## config.mk

```make
export PLATFORM = sky130hd
export DESIGN_NAME = nibble_serial_subtractor
export DESIGN_NICKNAME = d
export VERILOG_FILES = /design/src/rtl/nibble_serial_subtractor_pkg.sv /design/src/rtl/nibble_serial_subtractor_sub4_borrow_la.sv /design/src/rtl/nibble_serial_subtractor.sv
export SDC_FILE = /design/constraint.sdc
export NUM_CORES = 1
export LEC_CHECK = 0
export CAP_MARGIN = 15
export CORE_MARGIN = 2
export CORE_UTILIZATION = 50
export CTS_CLUSTER_SIZE = 12
export DETAILED_ROUTE_END_ITERATION = 16
export PLACE_DENSITY = 0.75
export SYNTH_ARGS = -nofsm -noshare
export SYNTH_HDL_FRONTEND = slang
export SYNTH_HIERARCHICAL = 1
export SYNTH_SLANG_ARGS = --single-unit
```

## constraint.sdc

```tcl
create_clock -name clk_i -period 3.56 [get_ports clk_i]
set_clock_uncertainty 0.1 [all_clocks]
set_input_delay 0.712 -clock clk_i [delete_from_list [all_inputs] [get_ports clk_i]]
set_output_delay 0.712 -clock clk_i [all_outputs]
set_load 0.01 [all_outputs]
```

## src/rtl/nibble_serial_subtractor_pkg.sv

```systemverilog
// Shared types and constants for the nibble-serial subtractor.
package nibble_serial_subtractor_pkg;

  localparam int unsigned SLICE_W = 4;

  typedef enum logic [1:0] {
    IDLE = 2'd0,
    RUN  = 2'd1,
    DONE = 2'd2
  } state_e;

  // Slice counter width: max(1, clog2(WIDTH/SLICE_W)).
  function automatic int unsigned cnt_width(input int unsigned width);
    int unsigned nib;
    nib = width / SLICE_W;
    return (nib <= 1) ? 1 : $clog2(nib);
  endfunction

endpackage

```

## src/rtl/nibble_serial_subtractor_sub4_borrow_la.sv

```systemverilog
// 4-bit borrow-lookahead subtract slice: diff = a - b - borrow_in.
module sub4_borrow_la (
  input  logic [3:0] a_i,
  input  logic [3:0] b_i,
  input  logic       borrow_i,
  output logic [3:0] diff_o,
  output logic       borrow_o
);

  logic [3:0] p;
  logic [3:0] g;
  logic [4:0] c;

  // Subtraction as a + ~b + ~borrow, with CLA-style carry terms.
  assign p = a_i ^ ~b_i;
  assign g = a_i & ~b_i;

  assign c[0] = ~borrow_i;
  assign c[1] = g[0] | (p[0] & c[0]);
  assign c[2] = g[1] | (p[1] & g[0]) | (p[1] & p[0] & c[0]);
  assign c[3] = g[2] | (p[2] & g[1]) | (p[2] & p[1] & g[0])
              | (p[2] & p[1] & p[0] & c[0]);
  assign c[4] = g[3] | (p[3] & g[2]) | (p[3] & p[2] & g[1])
              | (p[3] & p[2] & p[1] & g[0])
              | (p[3] & p[2] & p[1] & p[0] & c[0]);

  assign diff_o   = p ^ c[3:0];
  assign borrow_o = ~c[4];

endmodule

```

## src/rtl/nibble_serial_subtractor.sv

```systemverilog
// Nibble-serial subtractor: diff = a - b - borrow, one 4-bit slice per clock.
// Optional signed overflow flag enabled by defining NIBBLE_SUB_OVERFLOW_EN.
module nibble_serial_subtractor
  import nibble_serial_subtractor_pkg::*;
#(
  parameter int unsigned WIDTH = 16
) (
  input  logic             clk_i,
  input  logic             rst_ni,
  input  logic             valid_i,
  output logic             ready_o,
  input  logic [WIDTH-1:0] a_i,
  input  logic [WIDTH-1:0] b_i,
  input  logic             borrow_i,
  output logic             valid_o,
  input  logic             ready_i,
  output logic [WIDTH-1:0] diff_o,
  output logic             borrow_o,
  output logic             zero_o,
  output logic             overflow_o
);

  localparam int unsigned NIB   = WIDTH / SLICE_W;
  localparam int unsigned CNT_W = cnt_width(WIDTH);
  localparam int unsigned OFF_W = CNT_W + 2;

  state_e             state_q;
  logic [CNT_W-1:0]   cnt_q;
  logic [WIDTH-1:0]   a_q;
  logic [WIDTH-1:0]   b_q;
  logic               borrow_q;
  logic [WIDTH-1:0]   diff_q;
  logic               ready_q;
  logic               valid_q;
  logic [WIDTH-1:0]   diff_out_q;
  logic               borrow_out_q;
  logic               zero_q;

  logic [OFF_W-1:0]   bit_off;
  logic [SLICE_W-1:0] a_slice;
  logic [SLICE_W-1:0] b_slice;
  logic [SLICE_W-1:0] slice_diff;
  logic               slice_borrow;
  logic [WIDTH-1:0]   diff_d;
  logic               last_slice;

  // Select the active slice and merge its result into the running difference.
  always_comb begin
    bit_off    = {cnt_q, 2'b00};
    a_slice    = a_q[bit_off +: SLICE_W];
    b_slice    = b_q[bit_off +: SLICE_W];
    diff_d     = diff_q;
    diff_d[bit_off +: SLICE_W] = slice_diff;
    last_slice = (cnt_q == CNT_W'(NIB - 1));
  end

  sub4_borrow_la u_slice (
    .a_i      (a_slice),
    .b_i      (b_slice),
    .borrow_i (borrow_q),
    .diff_o   (slice_diff),
    .borrow_o (slice_borrow)
  );

`ifdef NIBBLE_SUB_OVERFLOW_EN
  logic ovf_q;
  logic ovf_d;

  assign ovf_d = (a_q[WIDTH-1] ^ b_q[WIDTH-1]) & (diff_d[WIDTH-1] ^ a_q[WIDTH-1]);

  // Overflow flag captured alongside the other result flags on entry to DONE.
  always_ff @(posedge clk_i or negedge rst_ni) begin
    if (!rst_ni) begin
      ovf_q <= 1'b0;
    end else if (state_q == RUN && last_slice) begin
      ovf_q <= ovf_d;
    end
  end

  assign overflow_o = ovf_q;
`else
  assign overflow_o = 1'b0;
`endif

  // Control FSM, operand/diff registers and registered result outputs.
  always_ff @(posedge clk_i or negedge rst_ni) begin
    if (!rst_ni) begin
      state_q      <= IDLE;
      cnt_q        <= '0;
      a_q          <= '0;
      b_q          <= '0;
      borrow_q     <= 1'b0;
      diff_q       <= '0;
      ready_q      <= 1'b1;
      valid_q      <= 1'b0;
      diff_out_q   <= '0;
      borrow_out_q <= 1'b0;
      zero_q       <= 1'b0;
    end else begin
      case (state_q)
        IDLE: begin
          if (valid_i && ready_q) begin
            a_q      <= a_i;
            b_q      <= b_i;
            borrow_q <= borrow_i;
            cnt_q    <= '0;
            diff_q   <= '0;
            ready_q  <= 1'b0;
            state_q  <= RUN;
          end
        end
        RUN: begin
          diff_q   <= diff_d;
          borrow_q <= slice_borrow;
          cnt_q    <= cnt_q + CNT_W'(1);
          if (last_slice) begin
            diff_out_q   <= diff_d;
            borrow_out_q <= slice_borrow;
            zero_q       <= (diff_d == '0);
            valid_q      <= 1'b1;
            state_q      <= DONE;
          end
        end
        DONE: begin
          if (ready_i) begin
            valid_q <= 1'b0;
            ready_q <= 1'b1;
            state_q <= IDLE;
          end
        end
        default: begin
          valid_q <= 1'b0;
          ready_q <= 1'b1;
          state_q <= IDLE;
        end
      endcase
    end
  end

  assign ready_o  = ready_q;
  assign valid_o  = valid_q;
  assign diff_o   = diff_out_q;
  assign borrow_o = borrow_out_q;
  assign zero_o   = zero_q;

endmodule

```

### Word-level counts from Yosys, hierarchy flattened

Cells that the tools add are included.
Widths: inputs -> output; s select.

| word-level totals | value |
|---|---|
| bits in read-only memories | 0 |
| output and inout port bits | 21 |
| memory bits (writable) | 0 |
| bits in latches | 0 |
| memories kept | 0 |
| flip-flop bits (word level) | 73 |
| logic and storage cells | 84 |
| input bits | 37 |

| cells by class | value |
|---|---|
| multiplexer cells | 17 |
| bitwise gates (word level) | 34 |
| reduce and logical (&&, ||, !) cells | 10 |
| $add $sub $neg | 2 |
| magnitude comparators | 0 |
| div/mod/pow operators | 0 |
| equal/unequal tests | 6 |
| multipliers | 0 |
| shift operators | 4 |

Operators by type and width:

| kind | number |
|---|---|
| $pmux 16 s2 | 1 |
| $shiftx 16x5->4 | 2 |
| $and 1x1->1 | 16 |
| $bwmux 16 | 1 |
| $logic_not 16->1 | 1 |
| $mux 16 | 1 |
| $shift 4x6->16 const A | 1 |
| $shiftx 4x6->16 | 1 |
| $or 1x1->1 | 10 |
| $reduce_and 3->1 | 3 |
| $mux 2 | 4 |
| $xor 4x4->4 | 2 |
| $ne 2x2->1 const B | 3 |
| $neg 4->6 | 1 |
| $pmux 1 s3 | 2 |
| $pmux 2 s3 | 1 |
| $reduce_and 2->1 | 3 |
| $mux 1 | 5 |
| $and 4x4->4 | 1 |
| $eq 2x2->1 const B | 2 |
| $not 1->1 | 4 |
| $not 4->4 | 1 |
| $pmux 2 s2 | 1 |
| $add 2x1->2 const B | 1 |
| 5 further kinds | 5 |

### Depth between registers and ports, before layout

Gate-level depths: netlist of run 1.

| depth | value |
|---|---|
| word-level depth | 11 |
| depth in mapped cells | 11 |
| mapped depth without buffers | 9 |

### Cells and area by module

The synthesis of run 1 kept the hierarchy.

Modules (own cells, without submodules):

| module | times used | sequential area each (µm²) | cells an instance | area each (µm²) |
|---|---|---|---|---|
| nibble_serial_subtractor | 1 | 1828.0 | 267 | 3487.1 |
| sub4_borrow_la | 1 | 0.0 | 24 | 202.7 |

### Worst setup path after synthesis of run 1

Ideal clock, no wire load.

| timing | value |
|---|---|
| path type | register to register |
| from | register cnt_q[0] |
| to | register zero_q, in the netlist zero_o |
| buffers on the path | 2 |
| cell stages (with the launch flop) | 11 |
| arrival | 2.857 ns |
| path slack | 0.500 ns |
| library setup time | 0.104 ns |
| path through | dfrtp_1 > buf_2 > mux4_2 > ha_1 > or2_2 > o211ai_1 > a211oi_2 > clkbuf_1 > o221ai_1 > nand4_1 > o41ai_2 |

| on the way | value |
|---|---|
| elaborated cells between the ends (all ways) | 28 |

RTL lines:

| element | line | RTL |
|---|---|---|
| start: declaration | nibble_serial_subtractor.sv:28 | `logic [CNT_W-1:0] cnt_q;` |
| start signal: assignment | nibble_serial_subtractor.sv:115 | `cnt_q <= cnt_q + CNT_W'(1);` |
| $shiftx 16x5->4 (*) | nibble_serial_subtractor.sv:50 | `a_slice = a_q[bit_off +: SLICE_W];` |
| net a_slice[1] | nibble_serial_subtractor.sv:40 | `logic [SLICE_W-1:0] a_slice;` |
| $and 4x4->4 or $xor 4x4->4 (tied branches) | nibble_serial_subtractor_sub4_borrow_la.sv:16, nibble_serial_subtractor_sub4_borrow_la.sv:15 |  |
| $and 1x1->1, on equally long branches | nibble_serial_subtractor_sub4_borrow_la.sv:21, nibble_serial_subtractor_sub4_borrow_la.sv:22 |  |
| $or 1x1->1, or another cell as far along | nibble_serial_subtractor_sub4_borrow_la.sv:21 | `assign c[3] = g[2] \| (p[2] & g[1]) \| (p[2] & p[1] & g[0])` |
| $or 1x1->1 or $and 1x1->1 (tied branches) | nibble_serial_subtractor_sub4_borrow_la.sv:21, nibble_serial_subtractor_sub4_borrow_la.sv:22 |  |
| $or 1x1->1 (*) | nibble_serial_subtractor_sub4_borrow_la.sv:22 | `\| (p[2] & p[1] & p[0] & c[0]);` |
| $xor 4x4->4 (*) | nibble_serial_subtractor_sub4_borrow_la.sv:27 | `assign diff_o = p ^ c[3:0];` |
| net slice_diff[3] | nibble_serial_subtractor.sv:42 | `logic [SLICE_W-1:0] slice_diff;` |
| $shiftx 4x6->16 (*) | nibble_serial_subtractor.sv:53 | `diff_d[bit_off +: SLICE_W] = slice_diff;` |
| $bwmux 16 (*) | nibble_serial_subtractor.sv:53 |  |
| $logic_not 16->1 (*) | nibble_serial_subtractor.sv:119 | `zero_q <= (diff_d == '0);` |
| end signal: assignment | nibble_serial_subtractor.sv:119 |  |
| end: declaration | nibble_serial_subtractor.sv:37 | `logic zero_q;` |

The timed path passes the listed nets; every way through them passes the cells marked *.
A chain may end at the register's enable or synchronous reset.

### Final worst setup path of run 1

| timing | value |
|---|---|
| from | register cnt_q[0] |
| to | register zero_q, in the netlist zero_o |

| on the way | value |
|---|---|
| elaborated cells between the ends (all ways) | 28 |

RTL lines:

| element | line | RTL |
|---|---|---|
| $shiftx 16x5->4 (*) | nibble_serial_subtractor.sv:50 |  |
| net a_slice[1] | nibble_serial_subtractor.sv:40 |  |
| $xor 4x4->4 | nibble_serial_subtractor_sub4_borrow_la.sv:15 | `assign p = a_i ^ ~b_i;` |
| $and 1x1->1 | nibble_serial_subtractor_sub4_borrow_la.sv:20 | `assign c[2] = g[1] \| (p[1] & g[0]) \| (p[1] & p[0] & c[0]);` |
| $or 1x1->1 or $and 1x1->1 (tied branches) | nibble_serial_subtractor_sub4_borrow_la.sv:20 |  |
| $or 1x1->1 (*) | nibble_serial_subtractor_sub4_borrow_la.sv:20 |  |
| $xor 4x4->4 (*) | nibble_serial_subtractor_sub4_borrow_la.sv:27 |  |
| net slice_diff[2] | nibble_serial_subtractor.sv:42 |  |
| $shiftx 4x6->16 (*) | nibble_serial_subtractor.sv:53 |  |
| $bwmux 16 (*) | nibble_serial_subtractor.sv:53 |  |
| $logic_not 16->1 (*) | nibble_serial_subtractor.sv:119 |  |

Marks and branches as above.

==> results.json, run 1 <==
{
  "dp_hpwl_mm": 5.383,
  "final_cell_mix": "dfrtp_1, clkdlybuf4s50_1, mux2_4",
  "fin_crit_sh": 0.9030,
  "fin_crit_ns": 3.215,
  "rows": 31,
  "drv_cap": 0,
  "synthCells": 291,
  "final_common_cell": "dfrtp_1",
  "dieArea_um2": 8083,
  "cts_buffer_depth": 2,
  "vias": 2465,
  "rsz0062_at_grt": "no",
  "cp-start-kind": "register",
  "gp_congestion": 0.8772,
  "slew_violations": 0,
  "post-cts-setup-buffer-count": 0,
  "placed_cell_area_um2": 4314,
  "n_antenna_cell": 0,
  "critical_path.max_stage_delay_ns": 0.72,
  "drt-total-wl_mm": 7.459,
  "cts_tree": "yes",
  "grt_start_max_net_pins": 44,
  "area_growth_pct": 21.70,
  "synth_area_leaders": "dfrtp_1, mux2_4, mux4_2",
  "fmax_ghz": 0.3111,
  "synth_edf_count": 0,
  "peakVddDrop_uv": 555.3,
  "drt-initial-drc-count": 88,
  "grt_pass1_wl_mm": 12.42,
  "grt_util_all_layers": 0.1960,
  "insertion_delay_ns": 0.36,
  "synth_top_area_frac": 0.4883,
  "switching_share": 0.4131,
  "crit_arrival_ns": 3.37,
  "async_flop_share": 1.000,
  "switchingPower_mw": 1.808,
  "ys_ff_latch": 73,
  "critical_path_required_ns": 3.72,
  "num_io_pins": 58,
  "antenna_found_initial": 0,
  "wl_per_cell_um": 16.58,
  "hold_viol": 0,
  "worst-path-buf-inv": 0,
  "slew_headroom": 0.3469,
  "regToRegStartpoint": "cnt_q[0]$_DFFE_PN0P_",
  "crit_family": "flip-flops",
  "grt_pass1_vias": 2483,
  "regToRegSetupSlack_ns": 0.35,
  "antenna_left": 0,
  "worstPathMaxFanout": 12,
  "synth_warnings": 6,
  "hold_path.class": "input port to async pin",
  "cts_buffers": 9,
  "hold_buffers": 0,
  "tightest_slew_ns": 0.9773,
  "layout.nets": 394,
  "reg2reg_to": "zero_o$_DFFE_PN0P_",
  "cpMaxStageDelayCell": "dfrtp_1",
  "syn_nets": 339,
  "drive_gt1_frac": 0.2137,
  "finish.instance_area_um2": 4491,
  "worstPathCellList": "mux4_2, ha_1, or2_2, o21ai_2, xnor2_1, o221ai_1, nand4_1, o41ai_2",
  "syn-cell-area_um2": 3690,
  "seqPwrFrac": 0.323,
  "status": "finished clean",
  "viasPerCell": 5.478,
  "htreeDepth": 3,
  "finalSetupViolCount": 0,
  "die_w_um": 89.91,
  "cp-end-kind": "register",
  "cts-resized-gates": 0,
  "clock-sinks": 73,
  "first_pass_iters": 4,
  "post-route-drc-count": 0,
  "fp.dieH_um": 89.91,
  "io_buffers": 56,
  "internal-power_mw": 2.569,
  "path_clk_slew_ns": 0.08,
  "synth_cell_type_count": 48,
  "coreArea_um2": 7214,
  "syn_avg_cell_area_um2": 12.68,
  "combPwrFrac": 0.542,
  "cts_root_buffer": "clkbuf_8",
  "overflow": 0,
  "crit_type": "register to register",
  "fin_tns_setup_ns": 0,
  "clkPwrFrac": 0.135,
  "power.density_nw_per_um2": 974.5,
  "yosysTopAreaCell": "dfrtp_1",
  "ys_seq_area_frac": 0.4954,
  "holdWs_ns": 0.3173,
  "initial_core_util": 0.5114,
  "rr_worst_depth": 8,
  "power.leakage_nw": 1.953,
  "ys.flop_type": "dfrtp_1"
}
sequential cells by signal, summed over array words and instances (netlist names):
register	count
diff_q	16
zero_o	1
state_q	2
ready_o	1
valid_o	1
a_q	16
b_q	16
cnt_q	2
borrow_q	1
diff_o	16
borrow_o	1
cell usage after synthesis (4+ instances only):
master / count
buf_2: 4
ha_1: 10
o21ai_0: 18
a22o_1: 12
a21oi_1: 10
dfrtp_1: 72
a32oi_1: 8
nand2_1: 29
nor2b_1: 11
inv_1: 11
o22ai_1: 4
mux4_2: 8
buf_6: 6
mux2_4: 32
nor2_1: 6
clkbuf_1: 5
routing by layer:
metal  routed length [um]  up-vias  track usage
met5                    0        -            0
met4                  163        0      0.07692
met3                  287       16      0.04359
met2                 3557       69       0.3251
met1                 3451     1211       0.2527
li1                     -     1169            -
cells by family after synthesis:
group	after synthesis	share of synthesized area
xor+xnor	2	0.004748
flops	73	0.4954
buf+inv	28	0.04306
simple gates	64	0.09461
compound gates	71	0.1397
fa+ha+maj	11	0.03934
mux	41	0.1821
other cells	1	0.001016
per-stage QoR:
stage / util / std cells / total power, mW / setup slack [ns]
floorplan: - / 291 / 3.083 / 0.4999
global placement: 0.5980 / 434 / 3.709 / 0.4052
detailed placement: 0.5980 / 434 / 3.783 / 0.3314
CTS: 0.6224 / 450 / 4.387 / 0.2870
global route: 0.6224 / 450 / 4.694 / 0.1151
finish: 0.6224 / 450 / 4.376 / 0.3454
final cells by class:
class	count	area, um2
sequential	73	1828
inverter	11	41.29
clock buffer	13	158.9
clock inverter	3	17.52
fill	610	2724
multi-input combinational	190	1703
timing repair buffer	61	618.1
tap	99	123.9
power groups by stage:
| stage | logic (mW) | registers, mW | clock network, mW |
|---|---|---|---|
| 6_report | 2.37 | 1.41 | 0.591 |
| 5_1_grt | 2.60 | 1.46 | 0.638 |
| 4_1_cts | 2.37 | 1.42 | 0.602 |
| 3_5_place_dp | 2.36 | 1.43 | 0 |
| 3_3_place_gp | 2.30 | 1.41 | 0 |
| 2_1_floorplan | 1.75 | 1.34 | 0 |
worst max-delay path by stage:
stage,slack [ns],from,to,depth (start not counted)
final,0.35,cnt_q[0]$_DFFE_PN0P_,zero_o$_DFFE_PN0P_,8
after global routing,0.12,cnt_q[0]$_DFFE_PN0P_,zero_o$_DFFE_PN0P_,8
after CTS,0.29,cnt_q[0]$_DFFE_PN0P_,zero_o$_DFFE_PN0P_,8
after detailed placement,0.33,cnt_q[0]$_DFFE_PN0P_,zero_o$_DFFE_PN0P_,9
after global placement,0.41,cnt_q[0]$_DFFE_PN0P_,zero_o$_DFFE_PN0P_,8
after floorplan,0.50,cnt_q[0]$_DFFE_PN0P_,zero_o$_DFFE_PN0P_,10
Note: power is estimated with default switching activity, not from simulation.
==> run 2, diff against run 1 <==
--- a/config.mk
+++ b/config.mk
@@ -8,10 +8,11 @@
 export CAP_MARGIN = 15
 export CORE_MARGIN = 2
 export CORE_UTILIZATION = 50
+export CTS_CLUSTER_DIAMETER = 120
 export CTS_CLUSTER_SIZE = 12
 export DETAILED_ROUTE_END_ITERATION = 16
 export PLACE_DENSITY = 0.75
 export SYNTH_ARGS = -nofsm -noshare
 export SYNTH_HDL_FRONTEND = slang
-export SYNTH_HIERARCHICAL = 1
 export SYNTH_SLANG_ARGS = --single-unit
+export TNS_END_PERCENT = 30
==> run 2 against run 1 <==
Net effect: non-clock buffer count up 1; combinational power up 6%; die area down 1.9%; design area down 0.78%; critical path depth up 1; clock-buffer cell count unchanged; sequential share of layout area up 0.32 points; hold slack worse by 0.0037 ns; critical path type unchanged; largest cell class unchanged.
==> results.json, run 2 <==
{
  "power.leakage_nw": 1.890,
  "rows": 31,
  "utilization": 0.6243,
  "fin_crit_sh": 0.8226,
  "fin_tns_setup_ns": 0,
  "io_buffers": 56,
  "use_met1": 0.2628,
  "fin_crit_ns": 2.928,
  "die_w_um": 89.04,
  "fmax_ghz": 0.3415,
  "post-cts-setup-buffer-count": 0,
  "ys_seq_area_frac": 0.5055,
  "internal-power_mw": 2.627,
  "synth_cell_type_count": 51,
  "slew_violations": 0,
  "drive_gt1_frac": 0.1804,
  "slew_headroom": 0.5134,
  "clkPwrFrac": 0.140,
  "vias": 2654,
  "syn-cell-area_um2": 3616,
  "cts-resized-gates": 0,
  "drt-total-wl_mm": 7.566,
  "cts_buffers": 9,
  "tightest_slew_ns": 0.7300,
  "insertion_delay_ns": 0.35,
  "wl_per_cell_um": 15.89,
  "syn_avg_cell_area_um2": 11.44,
  "seqPwrFrac": 0.310,
  "htreeDepth": 3,
  "cts_tree": "yes",
  "n_antenna_cell": 0,
  "drt-initial-drc-count": 90,
  "antenna_found_initial": 0,
  "finalSetupViolCount": 0,
  "post-route-drc-count": 0,
  "drv_cap": 0,
  "final_cell_mix": "dfrtp_1, clkdlybuf4s50_1, nand2_1",
  "synth_edf_count": 0,
  "combPwrFrac": 0.550,
  "synth_area_leaders": "dfrtp_1, mux2_2, mux4_2",
  "grtUsageMet3": 0.05171,
  "holdWs_ns": 0.3136,
  "grt_pass1_vias": 2675,
  "initial_core_util": 0.5067,
  "final_common_cell": "dfrtp_1",
  "switching_share": 0.4257,
  "crit_type": "register to register",
  "synth_top_area_frac": 0.4983,
  "hold_viol": 0,
  "cpMaxStageDelayCell": "dfrtp_1",
  "status": "finished clean",
  "worstPathCellList": "buf_4, mux4_2, ha_1, or3_1, o21ai_1, o21ai_1, a31oi_1, nor3_1, o31ai_2",
  "grt_start_max_net_pins": 43,
  "power.density_nw_per_um2": 1026,
  "switchingPower_mw": 1.947,
  "top_usage_layer": "met2",
  "hold_path.class": "input port to async pin",
  "crit_arrival_ns": 3.09,
  "area_growth_pct": 23.22,
  "num_io_pins": 58,
  "rsz0062_at_grt": "no",
  "use_met2": 0.3602,
  "cp-end-kind": "register",
  "overflow": 0,
  "pre_cts_ws_ns": 0.6145,
  "dieArea_um2": 7928,
  "crit_top_cell": "o21ai_1",
  "layout.nets": 421,
  "peakVddDrop_uv": 568.5,
  "worstPathMaxFanout": 7,
  "ys.flop_type": "dfrtp_1",
  "synthCells": 316,
  "path_clk_slew_ns": 0.07,
  "critical_path.max_stage_delay_ns": 0.55,
  "critical_path_required_ns": 3.72,
  "regToRegSetupSlack_ns": 0.63,
  "dp_hpwl_mm": 5.522,
  "cts_root_buffer": "clkbuf_8",
  "grt_pass1_wl_mm": 12.59,
  "fp.dieH_um": 89.04,
  "hold_buffers": 0,
  "fin_ws_ns": 0.6316,
  "ys_ff_latch": 73,
  "first_pass_iters": 4,
  "clock-sinks": 73,
  "viasPerCell": 5.576,
  "cp-start-kind": "register",
  "gp_congestion": 0.8619,
  "finalPower_mw": 4.573,
  "synth_warnings": 0,
  "yosysTopAreaCell": "dfrtp_1",
  "synth_commonest_cells": "dfrtp_1, nand2_1, mux2_2",
  "async_flop_share": 1.000,
  "cts_buffer_depth": 2,
  "grt_util_all_layers": 0.2114,
  "antenna_left": 0,
  "syn_nets": 365,
  "synth_most_common_cell": "dfrtp_1",
  "coreArea_um2": 7137
}
-- run 2: cell types whose count changed in the layout (fill, tap and decap cells not counted), moves of 9 or more --
cell / change
mux2_2: +28
a22o_1: -11
nor2_1: +9
mux2_4: -32
-- run 2: final timing paths --
kind,cells past startpoint,endpoint,startpoint
setup / recovery,9,zero_o$_DFFE_PN0P_,cnt_q[0]$_DFFE_PN0P_
hold reg to reg,1,b_q[13]$_DFFE_PN0P_,b_q[13]$_DFFE_PN0P_
hold / removal,1,diff_o[13]$_DFFE_PN0P_,rst_ni
setup reg to reg,9,zero_o$_DFFE_PN0P_,cnt_q[0]$_DFFE_PN0P_
min in group clk_i,1,b_q[13]$_DFFE_PN0P_,b_q[13]$_DFFE_PN0P_
max in group asynchronous,2,b_q[12]$_DFFE_PN0P_,rst_ni
-- run 2: kinds of logic (layout without fill, tap and decap cells) --
group                    after synthesis  after routing  synth area share
AND/OR/NAND/NOR                       82             82            0.1152
AO/OA/AOI/OAI                         74             74            0.1298
flip-flops                            73             73            0.5055
multiplexers                          43             43            0.1581
buffers and inverters                 28             89           0.03529
adder cells (fa/ha/maj)               12             12           0.04360
XOR/XNOR                               3              3           0.01142
other                                  1              1          0.001037
-- run 2: power by group through the flow --
stage | clock [mW] | combinational, mW | sequential [mW]
after floorplan | 0 | 1.76 | 1.38
after global placement | 0 | 2.45 | 1.43
after detailed placement | 0 | 2.51 | 1.44
after CTS | 0.650 | 2.53 | 1.42
after global routing | 0.682 | 2.78 | 1.46
final | 0.638 | 2.52 | 1.42
-- run 2: critical path, delay by kind of cell (launching register included) --
| kind | cells | cell delay (ns) |
|---|---|---|
| buf+inv | 1 | 0.23 |
| mux | 1 | 0.50 |
| fa+ha+maj | 1 | 0.37 |
| compound gates | 4 | 0.61 |
| flops | 1 | 0.55 |
| simple gates | 2 | 0.49 |
-- run 2: cell type report --
type / instances / area, um2
clock buffer: 13 / 148.9
clock inverter: 3 / 40.04
fill: 609 / 2681
inverter: 11 / 41.29
multi-input combinational: 215 / 1660
sequential: 73 / 1828
tap: 99 / 123.9
timing repair buffer: 62 / 613.1
-- run 2: per-layer routing --
layer,up-vias,wire length [um]
met5,-,0
met4,0,178
met3,18,321
met2,80,3812
met1,1302,3253
li1,1254,-
-- run 2: stage by stage --
step / instance area, um2 / instances
2_1_floorplan: 3616 / 316
3_3_place_gp: 4267 / 460
3_5_place_dp: 4267 / 460
4_1_cts: 4456 / 476
5_1_grt: 4456 / 476
6_report: 4456 / 476
